File: src/rtl/instr_encoder.sv
// Encodes LW/SW/ALU/BEQ/BNE/J requests into 32-bit words and queues them, with sequential addresses, in a 4-deep FIFO.
// Define INSTR_ENC_CHECK_EN to reject opcodes 13-15 and raise the sticky err flag; otherwise they encode as ALU words.
module instr_encoder #(
    parameter int ADDR_W = 8
) (
    input  logic              clk,
    input  logic              reset,
    input  logic              req_valid,
    output logic              req_ready,
    input  logic [3:0]        req_op,
    input  logic [4:0]        req_rs,
    input  logic [4:0]        req_rt,
    input  logic [4:0]        req_rd,
    input  logic [15:0]       req_imm,
    input  logic [25:0]       req_target,
    output logic              out_valid,
    input  logic              out_ready,
    output logic [31:0]       out_word,
    output logic [ADDR_W-1:0] out_addr,
    output logic [2:0]        level,
    output logic              err,
    input  logic              err_clr
);

    localparam logic [5:0] OPC_BEQ     = 6'b001011;
    localparam logic [5:0] OPC_BNE     = 6'b001100;
    localparam logic [5:0] OPC_J       = 6'b001101;
    localparam logic [5:0] OPC_ILL_ALU = 6'b000010;
    localparam logic [2:0] DEPTH       = 3'd4;

    logic [31:0]       mem_q [4];
    logic [1:0]        wr_ptr_q, wr_ptr_d;
    logic [1:0]        rd_ptr_q, rd_ptr_d;
    logic [2:0]        count_q, count_d;
    logic [ADDR_W-1:0] addr_q, addr_d;
    logic              err_q, err_d;

    logic [31:0] enc_word;
    logic        accept;
    logic        push;
    logic        pop;
    logic        err_set;

    always_comb begin
        enc_word = '0;
        case (req_op)
            4'd0, 4'd1:
                enc_word = {2'b00, req_op, req_rs, req_rt, req_imm};
            4'd2, 4'd3, 4'd4, 4'd5, 4'd6, 4'd7, 4'd8, 4'd9:
                enc_word = {2'b00, req_op, req_rs, req_rt, req_rd, 11'b0};
            4'd10:
                enc_word = {OPC_BEQ, req_rs, req_rt, req_imm};
            4'd11:
                enc_word = {OPC_BNE, req_rs, req_rt, req_imm};
            4'd12:
                enc_word = {OPC_J, req_target};
            default:
                enc_word = {OPC_ILL_ALU, req_rs, req_rt, req_rd, 11'b0};
        endcase
    end

    assign req_ready = (count_q != DEPTH);
    assign out_valid = (count_q != 3'd0);
    assign accept    = req_valid && req_ready;
    assign pop       = out_valid && out_ready;

`ifdef INSTR_ENC_CHECK_EN
    logic illegal;
    assign illegal = (req_op > 4'd12);
    assign push    = accept && !illegal;
    assign err_set = accept && illegal;
`else
    assign push    = accept;
    assign err_set = 1'b0;
`endif

    always_comb begin
        wr_ptr_d = wr_ptr_q;
        rd_ptr_d = rd_ptr_q;
        count_d  = count_q;
        addr_d   = addr_q;
        err_d    = err_q;
        if (push) begin
            wr_ptr_d = wr_ptr_q + 2'd1;
        end
        if (pop) begin
            rd_ptr_d = rd_ptr_q + 2'd1;
            addr_d   = addr_q + ADDR_W'(1);
        end
        case ({push, pop})
            2'b10:   count_d = count_q + 3'd1;
            2'b01:   count_d = count_q - 3'd1;
            default: count_d = count_q;
        endcase
        // Set takes priority over a same-cycle clear.
        if (err_clr) begin
            err_d = 1'b0;
        end
        if (err_set) begin
            err_d = 1'b1;
        end
    end

    always_ff @(posedge clk or posedge reset) begin
        if (reset) begin
            wr_ptr_q <= '0;
            rd_ptr_q <= '0;
            count_q  <= '0;
            addr_q   <= '0;
            err_q    <= 1'b0;
        end else begin
            wr_ptr_q <= wr_ptr_d;
            rd_ptr_q <= rd_ptr_d;
            count_q  <= count_d;
            addr_q   <= addr_d;
            err_q    <= err_d;
        end
    end

    // Storage needs no reset: an entry is only visible once count covers it.
    always_ff @(posedge clk) begin
        if (push) begin
            mem_q[wr_ptr_q] <= enc_word;
        end
    end

    assign out_word = mem_q[rd_ptr_q];
    assign out_addr = addr_q;
    assign level    = count_q;
    assign err      = err_q;

endmodule
File: config.mk
export PLATFORM = sky130hd
export DESIGN_NAME = instr_encoder
export DESIGN_NICKNAME = d
export VERILOG_FILES = /design/src/rtl/instr_encoder.sv
export SDC_FILE = /design/constraint.sdc
export NUM_CORES = 1
export LEC_CHECK = 0
export CAP_MARGIN = 10
export CORE_UTILIZATION = 30
export CTS_CLUSTER_DIAMETER = 40
export CTS_CLUSTER_SIZE = 10
export DETAILED_ROUTE_END_ITERATION = 16
export HOLD_SLACK_MARGIN = 0.15
export SYNTH_ARGS = -nofsm -noshare
export SYNTH_HDL_FRONTEND = slang
export SYNTH_SLANG_ARGS = --single-unit
File: constraint.sdc
create_clock -name clk -period 2.8 [get_ports clk]
set_input_delay 0.56 -clock clk [delete_from_list [all_inputs] [get_ports clk]]
set_output_delay 0.56 -clock clk [all_outputs]
set_load 0.05 [all_outputs]
==> results of run 1 <==
[synthesized netlist by cell type (all sizes together) (2+ instances only)]
cell type	n	share of area
a21boi	4	0.0052
a22oi	4	0.0052
a32oi	11	0.017
and3	5	0.0054
buf	13	0.012
clkbuf	10	0.0065
dfrtp	15	0.065
edfxtp	120	0.62
ha	6	0.013
inv	10	0.0065
mux2	12	0.024
mux4	30	0.12
nand2	21	0.014
nand3	3	0.0026
nor2	4	0.0026
nor2b	3	0.0032
nor3	4	0.0035
o211ai	5	0.0065
o21ai	16	0.014
o21bai	4	0.0052
o22ai	4	0.0043
or3b	2	0.0035
xnor2	7	0.011
xor2	6	0.0091
[power breakdown]
group	switching [mW]	total (mW)	internal, mW
Combinational	2.43	4.47	2.04
Clock	0.864	2.18	1.32
Sequential	0.233	2.93	2.70
[worst max path at each step]
stage	end	from	slack (ps)	cells after the start
final	out_word[10]	rd_ptr_q[0]	180	3
after global routing	out_word[10]	rd_ptr_q[0]	60	3
after CTS	out_word[10]	rd_ptr_q[0]	110	3
after detailed placement	mem_q[1][11]	req_op[2]	220	4
after global placement	level[2]	out_ready	300	9
after floorplan	level[2]	level[2]	270	9
[registers in the layout, indices dropped and copies added, names as in the netlist]
name      count
out_addr      8
wr_ptr_q      2
level         3
rd_ptr_q      2
mem_q       120
[per-stage QoR]
step                hold WS [ps]  setup slack [ps]  cell area (µm²)
floorplan                  461.5             274.9             5789
CTS                        477.0             108.5             8074
global route               510.5             59.31             8074
detailed placement         462.0             217.0             7496
finish                     469.6             180.0             8074
global placement           459.8             297.7             7496
[layer usage]
layer  share of wire  track usage  vias to the layer above
met4           0.015      0.04519                        2
met5         0.00085            0                        -
li1                -            -                     1563
met1            0.42       0.1680                     1773
met2            0.51       0.2359                       95
met3           0.054      0.04110                       17
[layout make-up]
type	count	area [µm²]	share of cell area
sequential	135	3980	0.4929
clock buffer	18	429.2	0.05315
multi-input combinational	167	1669	0.2067
inverter	10	37.54	0.004649
timing repair buffer	123	1516	0.1878
tap	234	292.8	0.03626
clock inverter	14	148.9	0.01844
[logic make-up after synthesis]
logic type,share of synthesized area
fa+ha+maj,0.01645
flops,0.6882
buf+inv,0.02532
other cells,0.0006486
compound gates,0.06211
xor+xnor,0.01969
mux,0.1426
simple gates,0.04502
==> impl_results.html, run 1 <==
<table>
<tr><th>Metric</th><th>Value</th></tr>
<tr><th colspan="2">STA</th></tr>
<tr><td>Period Utilization, post-route</td><td>0.9357</td></tr>
<tr><td>Number of slew-limit violations in the final report</td><td>0</td></tr>
<tr><td>Highest attainable clock frequency</td><td>0.3817 GHz</td></tr>
<tr><td>Number of hold violations in the final report</td><td>0</td></tr>
<tr><td>Final setup violating endpoints</td><td>0</td></tr>
<tr><td>Shortest clock period the worst path allows after layout</td><td>around 2600 ps</td></tr>
<tr><td>Aggregate negative setup slack</td><td>0 ps</td></tr>
<tr><td>Transition time of the tightest slew-check pin</td><td>750.2 ps</td></tr>
<tr><td>Rel. slew slack</td><td>0.4988</td></tr>
<tr><td>Worst setup skew after layout</td><td>between 10 and 15 ps</td></tr>
<tr><td>Unrepaired setup endpoints after global routing</td><td>false</td></tr>
<tr><th colspan="2">Global route</th></tr>
<tr><td>Global route total overflow</td><td>0</td></tr>
<tr><td>Initial antenna violation count</td><td>1</td></tr>
<tr><td>Pin count of the biggest net entering global routing</td><td>31</td></tr>
<tr><td>Via count of the first global-routing pass</td><td>around 3700</td></tr>
<tr><td>Global-route wire length before repair</td><td>~20000 µm</td></tr>
<tr><td>GRT Util Overall</td><td>0.1384</td></tr>
<tr><th colspan="2">Run</th></tr>
<tr><td>Number of max-cap violations</td><td>0</td></tr>
<tr><th colspan="2">Clocking</th></tr>
<tr><td>Number of hold-repair buffers added at the cts stage</td><td>0</td></tr>
<tr><td>Clock tree from TritonCTS</td><td>built</td></tr>
<tr><td>Clock-pin slew reported for the worst setup and hold paths after clock tree synthesis</td><td>approximately 60 ps</td></tr>
<tr><td>Clock tree root driver cell</td><td>clkbuf_16</td></tr>
<tr><td>Worst-case clock buffer depth</td><td>2</td></tr>
<tr><td>Post-CTS sizing</td><td>0</td></tr>
<tr><td>TritonCTS Sinks</td><td>around 140</td></tr>
<tr><td>Clock buffers created by TritonCTS</td><td>17</td></tr>
<tr><td>Insertion delay to the later sink of the worst-skew pair</td><td>about 400 ps</td></tr>
<tr><td>Number of post-CTS setup repair buffers</td><td>0</td></tr>
<tr><td>Depth of the CTS H-tree</td><td>4</td></tr>
<tr><th colspan="2">Detailed routing</th></tr>
<tr><td>Router iterations before antenna repair</td><td>4</td></tr>
<tr><td>Average vias per placed instance</td><td>4.922</td></tr>
<tr><td>Antenna Nets Post-Route</td><td>0</td></tr>
<tr><td>Detailed Route Iter0 Violations</td><td>183</td></tr>
<tr><td>Total wirelength of the detailed-routed design</td><td>between 10000 and 15000 µm</td></tr>
<tr><td>DRC viols</td><td>0</td></tr>
<tr><td>Routed wire length per instance</td><td>around 18 µm</td></tr>
<tr><td>Number of vias in the routed layout</td><td>3450</td></tr>
<tr><th colspan="2">Floorplanning</th></tr>
<tr><td>Number of I/O pins</td><td>between 100 and 150</td></tr>
<tr><td>Core region area</td><td>approximately 19000 µm²</td></tr>
<tr><td>Die Height</td><td>roughly 140 µm</td></tr>
<tr><td>Area of the die</td><td>approximately 20000 µm²</td></tr>
<tr><td>Site Rows</td><td>50</td></tr>
<tr><td>Initial cell density of the core</td><td>0.3081</td></tr>
<tr><td>DIE WIDTH</td><td>140.8 µm</td></tr>
<tr><th colspan="2">Worst setup path</th></tr>
<tr><td>Cell type of the slowest stage on the worst timing path</td><td>dfrtp_2</td></tr>
<tr><td>Worst Reg2Reg Path Length in Cells</td><td>9</td></tr>
<tr><td>Cell-by-cell trace of the critical path</td><td>buf_12, mux4_2, buf_12</td></tr>
<tr><td>Library cell appearing most often on the critical path</td><td>buf_12</td></tr>
<tr><td>Worst r2r dst</td><td>level[2]</td></tr>
<tr><td>Longest individual stage delay on the worst path</td><td>about 670 ps</td></tr>
<tr><td>CP Data Arrival Time</td><td>2060 ps</td></tr>
<tr><td>Reg-to-reg setup timing slack</td><td>around 500 ps</td></tr>
<tr><td>Startpoint of the most critical register-to-register path</td><td>level[0]</td></tr>
<tr><td>Kind of end point of the critical path</td><td>output port</td></tr>
<tr><td>WP data required</td><td>approximately 2200 ps</td></tr>
<tr><td>Critical Path Source Type</td><td>flip-flop</td></tr>
<tr><td>Largest delay contributor family on the critical path</td><td>flip-flops</td></tr>
<tr><td>Number of buffers and inverters on the critical path</td><td>2</td></tr>
<tr><td>WS Path Type</td><td>flip-flop to output port</td></tr>
<tr><td>Max FO, Critical Path</td><td>11</td></tr>
<tr><th colspan="2">Synthesis</th></tr>
<tr><td>Count of yosys warnings during synthesis</td><td>0</td></tr>
<tr><td>Number of flops mapped to enable cells by yosys</td><td>120</td></tr>
<tr><td>Yosys reg bits</td><td>about 140</td></tr>
<tr><td>Synthesized area</td><td>between 5000 and 6000 µm²</td></tr>
<tr><td>Post-synth ARST share</td><td>0.1111</td></tr>
<tr><td>Netlist cell types</td><td>between 40 and 50</td></tr>
<tr><td>Synthesized netlist cell count</td><td>~330</td></tr>
<tr><td>Mean cell area of the mapped netlist</td><td>approximately 17 µm²</td></tr>
<tr><td>Synth Flop Type</td><td>edfxtp_1</td></tr>
<tr><td>Sequential share of the synthesized area</td><td>0.6882</td></tr>
<tr><th colspan="2">Placed design</th></tr>
<tr><td>Cells after DPL</td><td>669</td></tr>
<tr><td>Final Wtd Congestion</td><td>between 0.7 and 0.8</td></tr>
<tr><td>Number of buffers added on ports</td><td>about 110</td></tr>
<tr><td>Detailed-placement wirelength estimate</td><td>~8400 µm</td></tr>
<tr><th colspan="2">Final layout</th></tr>
<tr><td>Highest-count cells in the layout ignoring fill and taps</td><td>120 x edfxtp_1, 77 x clkdlybuf4s50_1, 32 x buf_12</td></tr>
<tr><td>Fraction of final layout cells with drive strength greater than 1</td><td>0.2719</td></tr>
<tr><td>Post-Layout Cell Count</td><td>701</td></tr>
<tr><td>Antenna fix cells</td><td>0</td></tr>
<tr><td>Fill cells</td><td>~1700</td></tr>
<tr><td>Net count, final</td><td>roughly 530</td></tr>
<tr><td>Final cell utilization of the core</td><td>0.4302</td></tr>
<tr><td>Area delta synth-&gt;final</td><td>39.65%</td></tr>
<tr><td>Most common library cell in the layout ignoring fill and taps</td><td>edfxtp_1</td></tr>
<tr><th colspan="2">Pwr</th></tr>
<tr><td>Leakage power summed over all cells</td><td>roughly 2.8 nW</td></tr>
<tr><td>Worst voltage drop across the vdd grid</td><td>roughly 710 µV</td></tr>
<tr><td>PD cells</td><td>roughly 1200 nW/µm²</td></tr>
<tr><td>Overall power after layout</td><td>~9.6 mW</td></tr>
<tr><th colspan="2">Hold path</th></tr>
<tr><td>Path type of the worst min-delay path</td><td>flip-flop to flip-flop</td></tr>
<tr><td>Min-Delay Startpoint</td><td>rd_ptr_q[1]</td></tr>
<tr><td>Endpoint of the worst hold-timing path</td><td>rd_ptr_q[1]</td></tr>
<tr><td>Worst hold stages</td><td>1</td></tr>
<tr><th colspan="2">Outcome</th></tr>
<tr><td>Status</td><td>finished, final reports clean</td></tr>
</table>
(Power assumes the default switching activity.)
==> inputs of run 2 (changes only) <==
--- a/config.mk
+++ b/config.mk
@@ -7,10 +7,10 @@
 export LEC_CHECK = 0
 export CAP_MARGIN = 10
 export CORE_UTILIZATION = 30
-export CTS_CLUSTER_DIAMETER = 40
 export CTS_CLUSTER_SIZE = 10
 export DETAILED_ROUTE_END_ITERATION = 16
 export HOLD_SLACK_MARGIN = 0.15
+export SLEW_MARGIN = 20
 export SYNTH_ARGS = -nofsm -noshare
 export SYNTH_HDL_FRONTEND = slang
 export SYNTH_SLANG_ARGS = --single-unit
==> results of run 2 <==
Same layout as run 1: the final DEF is identical, and so are final timing and power.
==> inputs of run 3 (changes only) <==
--- a/config.mk
+++ b/config.mk
@@ -9,7 +9,6 @@
 export CORE_UTILIZATION = 30
 export CTS_CLUSTER_SIZE = 10
 export DETAILED_ROUTE_END_ITERATION = 16
-export HOLD_SLACK_MARGIN = 0.15
 export SLEW_MARGIN = 20
 export SYNTH_ARGS = -nofsm -noshare
 export SYNTH_HDL_FRONTEND = slang
==> results of run 3 <==
Same layout as run 1: the final DEF is identical, and so are final timing and power.
